## src/rtl/cl1_bus_arbiter.sv

```systemverilog
// Shared-bus arbiter for the L1 cache control units: write-backs beat read-miss requests,
// round-robin within each class, grant held for the requested tenure then one turnaround cycle.
module cl1_bus_arbiter #(
    parameter int N_REQ = 4,
    parameter int OWN_W = 2,
    parameter int CLC_W = 4
) (
    input  logic                     plusclk,
    input  logic                     rst,
    input  logic [N_REQ-1:0]         bus_req,
    input  logic [N_REQ-1:0]         bus_req_op,
    input  logic [N_REQ*CLC_W-1:0]   bus_req_clc,
    output logic [N_REQ-1:0]         bus_get,
    output logic                     bus_busy,
    output logic [OWN_W-1:0]         bus_owner,
    output logic                     bus_op,
    output logic [CLC_W-1:0]         tenure_left
);

    localparam int unsigned N_REQ_U = N_REQ;

    typedef enum logic [1:0] {
        ST_IDLE  = 2'd0,
        ST_GRANT = 2'd1,
        ST_TURN  = 2'd2
    } state_t;

    state_t             r_state;
    state_t             w_state_nxt;
    logic [N_REQ-1:0]   r_get;
    logic [N_REQ-1:0]   w_get_nxt;
    logic [OWN_W-1:0]   r_owner;
    logic [OWN_W-1:0]   w_owner_nxt;
    logic               r_op;
    logic               w_op_nxt;
    logic [CLC_W-1:0]   r_tenure;
    logic [CLC_W-1:0]   w_tenure_nxt;
    logic [OWN_W-1:0]   r_ptr_rd;
    logic [OWN_W-1:0]   w_ptr_rd_nxt;
    logic [OWN_W-1:0]   r_ptr_wr;
    logic [OWN_W-1:0]   w_ptr_wr_nxt;

    logic [OWN_W:0]     w_wr_pick;
    logic [OWN_W:0]     w_rd_pick;
    logic               w_any;
    logic [OWN_W-1:0]   w_win;
    logic [CLC_W-1:0]   w_win_clc;
    logic [CLC_W-1:0]   w_win_len;
    logic               w_release;

    // (a + off) mod N_REQ, with a < N_REQ and off < N_REQ
    function automatic logic [OWN_W-1:0] f_wrap_inc(input logic [OWN_W-1:0] a,
                                                    input int unsigned     off);
        int unsigned s;
        s = 32'(a) + off;
        if (s >= N_REQ_U) begin
            s = s - N_REQ_U;
        end
        return s[OWN_W-1:0];
    endfunction

    // Returns {found, index} of the first set bit of mask at or after ptr, wrapping.
    function automatic logic [OWN_W:0] f_rr_pick(input logic [N_REQ-1:0] mask,
                                                 input logic [OWN_W-1:0] ptr);
        logic [OWN_W-1:0] cand;
        logic [OWN_W:0]   res;
        res = '0;
        for (int i = N_REQ - 1; i >= 0; i--) begin
            cand = f_wrap_inc(ptr, unsigned'(i));
            if (mask[cand]) begin
                res = {1'b1, cand};
            end
        end
        return res;
    endfunction

    assign w_wr_pick = f_rr_pick(bus_req & bus_req_op, r_ptr_wr);
    assign w_rd_pick = f_rr_pick(bus_req, r_ptr_rd);
    assign w_any     = w_rd_pick[OWN_W];
    assign w_win     = w_wr_pick[OWN_W] ? w_wr_pick[OWN_W-1:0] : w_rd_pick[OWN_W-1:0];

    always_comb begin
        w_win_clc = '0;
        for (int i = 0; i < N_REQ; i++) begin
            if (w_win == OWN_W'(i)) begin
                w_win_clc = bus_req_clc[i*CLC_W +: CLC_W];
            end
        end
    end

    // A zero-length request still gets one bus cycle.
    assign w_win_len = (w_win_clc == '0) ? CLC_W'(1) : w_win_clc;
    assign w_release = (r_tenure == CLC_W'(1)) || !bus_req[r_owner];

    always_comb begin
        w_state_nxt  = r_state;
        w_get_nxt    = r_get;
        w_owner_nxt  = r_owner;
        w_op_nxt     = r_op;
        w_tenure_nxt = r_tenure;
        w_ptr_rd_nxt = r_ptr_rd;
        w_ptr_wr_nxt = r_ptr_wr;
        case (r_state)
            ST_IDLE: begin
                if (w_any) begin
                    w_get_nxt    = N_REQ'(1) << w_win;
                    w_owner_nxt  = w_win;
                    w_op_nxt     = bus_req_op[w_win];
                    w_tenure_nxt = w_win_len;
                    w_state_nxt  = ST_GRANT;
                end
            end
            ST_GRANT: begin
                if (w_release) begin
                    w_get_nxt    = '0;
                    w_tenure_nxt = '0;
                    w_state_nxt  = ST_TURN;
                    if (r_op) begin
                        w_ptr_wr_nxt = f_wrap_inc(r_owner, 32'd1);
                    end else begin
                        w_ptr_rd_nxt = f_wrap_inc(r_owner, 32'd1);
                    end
                end else begin
                    w_tenure_nxt = r_tenure - CLC_W'(1);
                end
            end
            ST_TURN: begin
                w_state_nxt = ST_IDLE;
            end
            default: begin
                w_get_nxt    = '0;
                w_tenure_nxt = '0;
                w_state_nxt  = ST_IDLE;
            end
        endcase
    end

    always_ff @(posedge plusclk) begin
        if (rst) begin
            r_state  <= ST_IDLE;
            r_get    <= '0;
            r_owner  <= '0;
            r_op     <= 1'b0;
            r_tenure <= '0;
            r_ptr_rd <= '0;
            r_ptr_wr <= '0;
        end else begin
            r_state  <= w_state_nxt;
            r_get    <= w_get_nxt;
            r_owner  <= w_owner_nxt;
            r_op     <= w_op_nxt;
            r_tenure <= w_tenure_nxt;
            r_ptr_rd <= w_ptr_rd_nxt;
            r_ptr_wr <= w_ptr_wr_nxt;
        end
    end

    assign bus_get     = r_get;
    assign bus_busy    = |r_get;
    assign bus_owner   = r_owner;
    assign bus_op      = r_op;
    assign tenure_left = r_tenure;

endmodule

```

## config.mk

```make
export PLATFORM = sky130hd
export DESIGN_NAME = cl1_bus_arbiter
export DESIGN_NICKNAME = d
export VERILOG_FILES = /design/src/rtl/cl1_bus_arbiter.sv
export SDC_FILE = /design/constraint.sdc
export NUM_CORES = 1
export LEC_CHECK = 0
export CORE_MARGIN = 8
export CORE_UTILIZATION = 30
export DETAILED_ROUTE_END_ITERATION = 16
export GPL_TIMING_DRIVEN = 0
export SETUP_SLACK_MARGIN = 0.05
export SLEW_MARGIN = 10
export SYNTH_ARGS = -nofsm -noshare
export SYNTH_HDL_FRONTEND = slang
export SYNTH_SLANG_ARGS = --single-unit
```

## constraint.sdc

```tcl
create_clock -name plusclk -period 2 [get_ports plusclk]
set_input_delay 0.4 -clock plusclk [delete_from_list [all_inputs] [get_ports plusclk]]
set_output_delay 0.4 -clock plusclk [all_outputs]
set_load 0.05 [all_outputs]
```

==> reports/metrics.yaml <==
critical_path:
  r2r-end: "tenure_left[1]"
  max_stage_delay_ns: 0.47
  setup.worst_path.class: "input pin to register"
  path_cells: "buf_6 > buf_6 > a22oi_2 > and3_4 > o221ai_4 > o221a_4 > and3_4 > or4_4 > a221oi_2"
  rrSetupSlack_ns: -0.02
  critical_path.slowest_cell: "or4_4"
  crit_required_ns: 2.17
  critPathCaptureType: "register"
  reg2reg_depth: 7
  rr_startpoint: "r_ptr_wr[1]"
  crit_family: "simple AND/OR/NAND/NOR gates"
  critPathBufInv: 2
  cp_data_arrival_time_ns: 2.20
  cp_max_fo: 8
  critPathLaunchType: "input pin"
yosys:
  syn_nets: 186
  ys.flop_type: "dfxtp_1"
  yosysSeqAreaShare_pct: 27.5
  syn_area_um2: 1240
  yosysWarnings: 0
  syn_avg_cell_area_um2: 7.83
  ys_types: 51
  synth_edf_count: 0
  ys_ff_latch: 17
  postSynth.asyncResetShare_pct: 0
  synth_cells: 158
sta:
  hold_viol: 0
  fin_crit_sh_pct: 101
  rsz0062_at_grt: "yes"
  finalSetupTns_ns: -0.0281
  setup_ws_ns: -0.0281
  fmax_ghz: 0.493
  max-slew-margin-rel_pct: 46.2
  tightest_slew_ns: 0.800
  setup_violations: 1
  worst_clock_skew_ns: 0.00621
  maxSlewViolCount: 0
  fin_crit_ns: 2.03
power:
  p_per_area_nw_per_um2: 790
  finalPower_uw: 1660
  irDropWorstVdd_mv: 0.573
  cellLeakagePower_uw: 0.000795
place:
  dp_hpwl_um: 3100
  place_area_um2: 1710
  placed_cells: 244
  numPortBuffers: 36
  gp_congestion: 0.821
cells_and_area:
  design_area_um2: 2110
  drive_gt1_share_pct: 39.8
  diodes: 0
  layout_common_cells: "25 x clkdlybuf4s50_1, 18 x nor2_1, 17 x buf_4"
  mostFrequentLayoutCell: "clkdlybuf4s50_1"
  post-route-util_pct: 52.7
  fin_nets: 245
  syn2layout_area_growth_pct: 70.3
  instances_no_fill: 266
grt:
  grt-ovfl-total: 0
  grt_start_max_net_pins: 11
  grt_usage_pct: 13.4
  antenna_found_initial: 0
  grt_pass1_vias: 1499
  grt_pass1_wl_um: 7000
clock_network:
  cts_buffers: 3
  clkTransAtPathRegs_ns: 0.07
  cts_tree: "yes"
  cts_root_buf: "clkbuf_8"
  cts_buffer_depth: 2
  htree_num_levels: 1
  ctsHoldBuffers: 0
  cts_sinks: 17
  clk_latency_ns: 0.25
routing:
  vias: 1488
  dr.pass1.iters: 4
  wl_um: 4380
  routedWlPerCell_um: 16.5
  drtIter0Drc: 80
  antenna_left: 0
  post-route-drc-count: 0
  via_per_inst: 5.59
worst_hold_path:
  hp-class: "input pin to register"
  whs_path_depth: 2
  min-delay-start: "rst"
  hold_path_end: "tenure_left[1]"
outcome:
  status: "complete, but fails checks"
  failed_checks: "setup timing"
floorplanning:
  die_y_um: 80.2
  die-area_um2: 6440
  ios: 38
  initial_core_util_pct: 30.9
  core_area_um2: 4000
  fp.dieW_um: 80.2
  fp-row-count: 23
run:
  maxCapViolCount: 0
## cell usage after synthesis, types with 2 or more instances
cell | count | area [um2]
buf_4 | 2 | 15.0
a221oi_1 | 2 | 17.5
nor2b_1 | 2 | 12.5
nand2_1 | 9 | 33.8
o21ai_1 | 2 | 10.0
o21ai_0 | 16 | 80.1
nor3_1 | 7 | 35.0
ha_1 | 2 | 25.0
nand3_1 | 13 | 65.1
nor3b_1 | 2 | 15.0
inv_1 | 7 | 26.3
and3_2 | 2 | 15.0
and3_1 | 4 | 25.0
a22oi_1 | 2 | 15.0
nor2_1 | 20 | 75.1
or2_2 | 2 | 12.5
a32oi_1 | 2 | 17.5
a21oi_1 | 8 | 40.0
mux2i_1 | 3 | 30.0
mux2_2 | 2 | 22.5
o211ai_1 | 2 | 15.0
dfxtp_1 | 17 | 340
o221ai_1 | 2 | 17.5
## worst register-to-register path, cell delays in order, from the launching register on
cell	delay, ns
dfxtp_4	0.38
nand3b_1	0.16
and3_4	0.24
a2bb2oi_4	0.23
o21ai_2	0.09
and3_4	0.15
or4_4	0.47
a221oi_2	0.22
## worst max-delay path by stage
stage,from,to,slack [ns],depth (start not counted)
after floorplan,bus_req[3],tenure_left[1],-0.04,8
after global placement,bus_req[2],tenure_left[1],-0.76,8
after detailed placement,bus_req[2],tenure_left[1],-0.83,8
after CTS,r_ptr_wr[1],tenure_left[1],-0.06,7
after global routing,bus_req[3],tenure_left[1],-0.1,9
final,bus_req[3],tenure_left[1],-0.03,9
## cells by family after synthesis
family          count (synthesis)  synth area share (%)
compound gates                 48                  27.7
flops                          17                  27.5
xor+xnor                        2                  1.42
mux                             6                  6.07
buf+inv                        11                  4.75
fa+ha+maj                       2                  2.02
simple gates                   72                  30.5
## metrics by stage
stage               hold slack (ns)  setup slack (ns)
CTS                           0.386           -0.0556
floorplan                     0.500           -0.0403
detailed placement            0.513            -0.835
finish                        0.400           -0.0281
global placement              0.507            -0.762
global route                  0.403            -0.100
## state kept, by name, summed over array words and instances (netlist names)
name	cells
r_ptr_rd	2
r_state	2
bus_get	4
r_ptr_wr	2
bus_owner	2
bus_op	1
tenure_left	4
## metal layers
layer  part of all wire (%)  routed length (um)  up-vias  GRT usage [%]
met5                      0                   0        -              0
met4                   0.50                  22        0           3.27
met3                    5.2                 227        5           3.46
met2                     54                2350       37           24.8
met1                     41                1780      730           14.6
li1                       -                   -      716              -
## repair_timing
| item | 4_1_cts | 5_1_grt |
|---|---|---|
| resized for setup | 72 | 25 |
| pin swaps | 16 | 18 |
| endpoints found under the setup margin | 17 | 11 |
| buffers inserted | 12 | 6 |
## area by class of cell
class | instances | area, um2
buffer | 4 | 36.3
inverter | 7 | 28.8
timing repair buffer | 54 | 487
fill | 372 | 1890
multi-input combinational | 130 | 1090
tap | 50 | 62.6
clock buffer | 4 | 45.0
sequential | 17 | 358
## report_power, final
part	leakage (uW)	internal, uW	switching, uW	total (uW)
clock network	0.0000228	141	116	257
registers	0.000144	400	81.3	481
logic	0.000628	415	511	926
Note: power is estimated with default switching activity, not from simulation.
==> variant (same settings) <==
The 3 states of `state_t` get a one-hot encoding in 3 bits.
--- a/src/rtl/cl1_bus_arbiter.sv
+++ b/src/rtl/cl1_bus_arbiter.sv
@@ -20,8 +20,8 @@
     localparam int unsigned N_REQ_U = N_REQ;
 
-    typedef enum logic [1:0] {
-        ST_IDLE  = 2'd0,
-        ST_GRANT = 2'd1,
-        ST_TURN  = 2'd2
+    typedef enum logic [2:0] {
+        ST_IDLE  = 3'b001,
+        ST_GRANT = 3'b010,
+        ST_TURN  = 3'b100
     } state_t;
 
Check against the original RTL: same outputs for any inputs over 10 cycles, from zero or initial values and one cycle with rst high; not proved beyond that.
==> variant against the original RTL <==
  * The run still ends with negative setup slack left
  * Critical endpoint is now tenure_left[2]
  * Total power down 18%
  * Core utilization is 5.2 points lower
  * Highest routed layer unchanged
  * Non-clock buffer count fell by 5
  * Count of clock-buffer cells in the layout did not move
  * Design area down 4.0%
  * Synthesized area up 4.6%
  * Worst setup slack worse by 0.17 ns
  * Register-to-register slack worse by 0.18 ns
  * Largest cell class unchanged
  * Global-route usage fell by 0.53 points
  * Sequential cell count grew 1
  * Die area up 3.6%
  * Routed wire length is 2.7% lower
  * Fmax shrank 7.9%
==> variant: results (changes against the original RTL) <==
metric,value,unit,change
worst reg2reg startpoint,r_ptr_rd[1],,
PnR worst setup slack,-0.201,ns,-0.173 ns
violated checks,negative setup slack,,
vias in the first global route,1481,,-1.2%
post-layout net count,242,,-1.2%
Critical Path Fanout Max,5,,-3
DRT iter0 DRCs,55,,-31%
clk_skew,0.00511,ns,-0.00109 ns
Worst slew margin,0.640,,+0.178
hold path start,rst,,
syn nets,189,,+1.6%
pin count of the biggest net entering global routing,11,,unchanged
first-pass GRT wire length,6710,um,-4.1%
sequential cell area fraction in the yosys report,0.279,,+0.00350
Pre-Repair DR Iteration Count,4,,unchanged
Leak,0.781,nW,-1.7%
PortBufs,35,,-2.8%
Worst-Skew Late Latency,0.26,ns,
layout cells sized above 1,0.315,,-0.0836
final setup vio count,4,,+3
CTS buffer count,3,,unchanged
Peak VDD IR,0.000614,V,+7.1%
"Data arrival, critical path",2.34,ns,+0.14 ns
Post-synth top cells,"nor2_1, dfxtp_1, nand2_1, o21ai_0, a21oi_1",,
DP HPWL,3040,um,-1.7%
"EDFF count, synth",0,,unchanged
pre-CTS WS,-1.03,ns,-0.196 ns
gr usage total,0.128,,-0.00525
Root Driver,clkbuf_8,,
Setup CP Type,reg -> reg,,
outcome,"complete, but fails checks",,
warnings from Yosys,0,,unchanged
synth top area cells,"dfxtp_1, nor2_1, mux4_2",,
post-synth cell types,46,,-9.8%
gpl congestion,0.948,,+15%
worst min path class,in -> reg,,
Clock transition at path regs,0.08,ns,
initial antenna violation count,0,,unchanged
Clock Tree Buf Depth,2,,unchanged
H-tree Lvls,1,,unchanged
# diodes,0,,unchanged
dominant cell type by area after synthesis,dfxtp_1,,
final WL,4260,um,-2.7%
vias,1437,,-3.4%
"FFs w/ async S/R, synth",0,,unchanged
[variant: changes by cell type after synthesis, sizes merged, moves of 3 or more]
cell and delta:
nand3 -4, nor2 +6, a211oi +3, and3 -5, o21ai -4, nand2 +7
a21oi +3
[variant: worst paths after layout]
kind,endpoint,depth (start not counted)
hold / removal,r_state[1],2
setup / recovery,tenure_left[2],8
setup reg to reg,tenure_left[2],8
hold reg to reg,bus_get[2],2
[variant: cell type report]
cell class                      instances  area, um2
Timing Repair Buffer                   48        472
Inverter                                5       18.8
Buffer                                  5       47.5
Fill cell                             424       2240
Multi-Input combinational cell        133       1000
Sequential cell                        18        365
Clock buffer                            4       55.1
Tap cell                               52       65.1
[variant: stage by stage]
step	hold WS (ns)	instances	area, um2	total power, mW	TNS (ns)
after floorplan	0.473	161	1320	0.813	-0.578
after global placement	0.462	248	1730	0.996	-8.55
after detailed placement	0.468	248	1730	0.997	-8.01
after CTS	0.370	263	1930	1.34	-0.867
after global routing	0.366	265	2020	1.44	-1.07
final	0.371	265	2020	1.37	-0.692
[variant: routing by layer]
| metal | GRT usage | up-vias | part of all wire |
|---|---|---|---|
| met5 | 0 | - | 0 |
| met4 | 0.0526 | 0 | 0.018 |
| met3 | 0.0394 | 10 | 0.061 |
| met2 | 0.219 | 37 | 0.50 |
| met1 | 0.146 | 683 | 0.42 |
| li1 | - | 707 | - |
[variant: what timing repair did]
item	CTS	global route
setup endpoints to repair	17	14
endpoints found under the hold margin	0	0
pin swaps	13	8
resized for setup	45	20
buffers inserted	11	2
gates cloned	0	0
[variant: report_power, final]
| group | internal (mW) | switching (mW) |
|---|---|---|
| Clock | 0.175 | 0.137 |
| Combinational | 0.268 | 0.344 |
| Sequential | 0.396 | 0.0500 |
[variant: critical path, stage by stage, from the launching register on]
cell,delay [ns]
dfxtp_4,0.38
nand2b_4,0.14
a21oi_4,0.05
or4_4,0.51
buf_6,0.15
nand2_8,0.05
mux4_2,0.50
a221oi_2,0.25
nor2_1,0.06
[variant: cells by family (layout without fill, tap and decap cells)]
kind of cell             after synthesis  count (layout)  synth area share
AO/OA/AOI/OAI                         47              47             0.253
XOR/XNOR                               1               1           0.00677
adder cells (fa/ha/maj)                2               2            0.0193
buffers and inverters                 10              62            0.0484
flip-flops                            18              18             0.279
multiplexers                           6               6            0.0764
AND/OR/NAND/NOR                       77              77             0.317
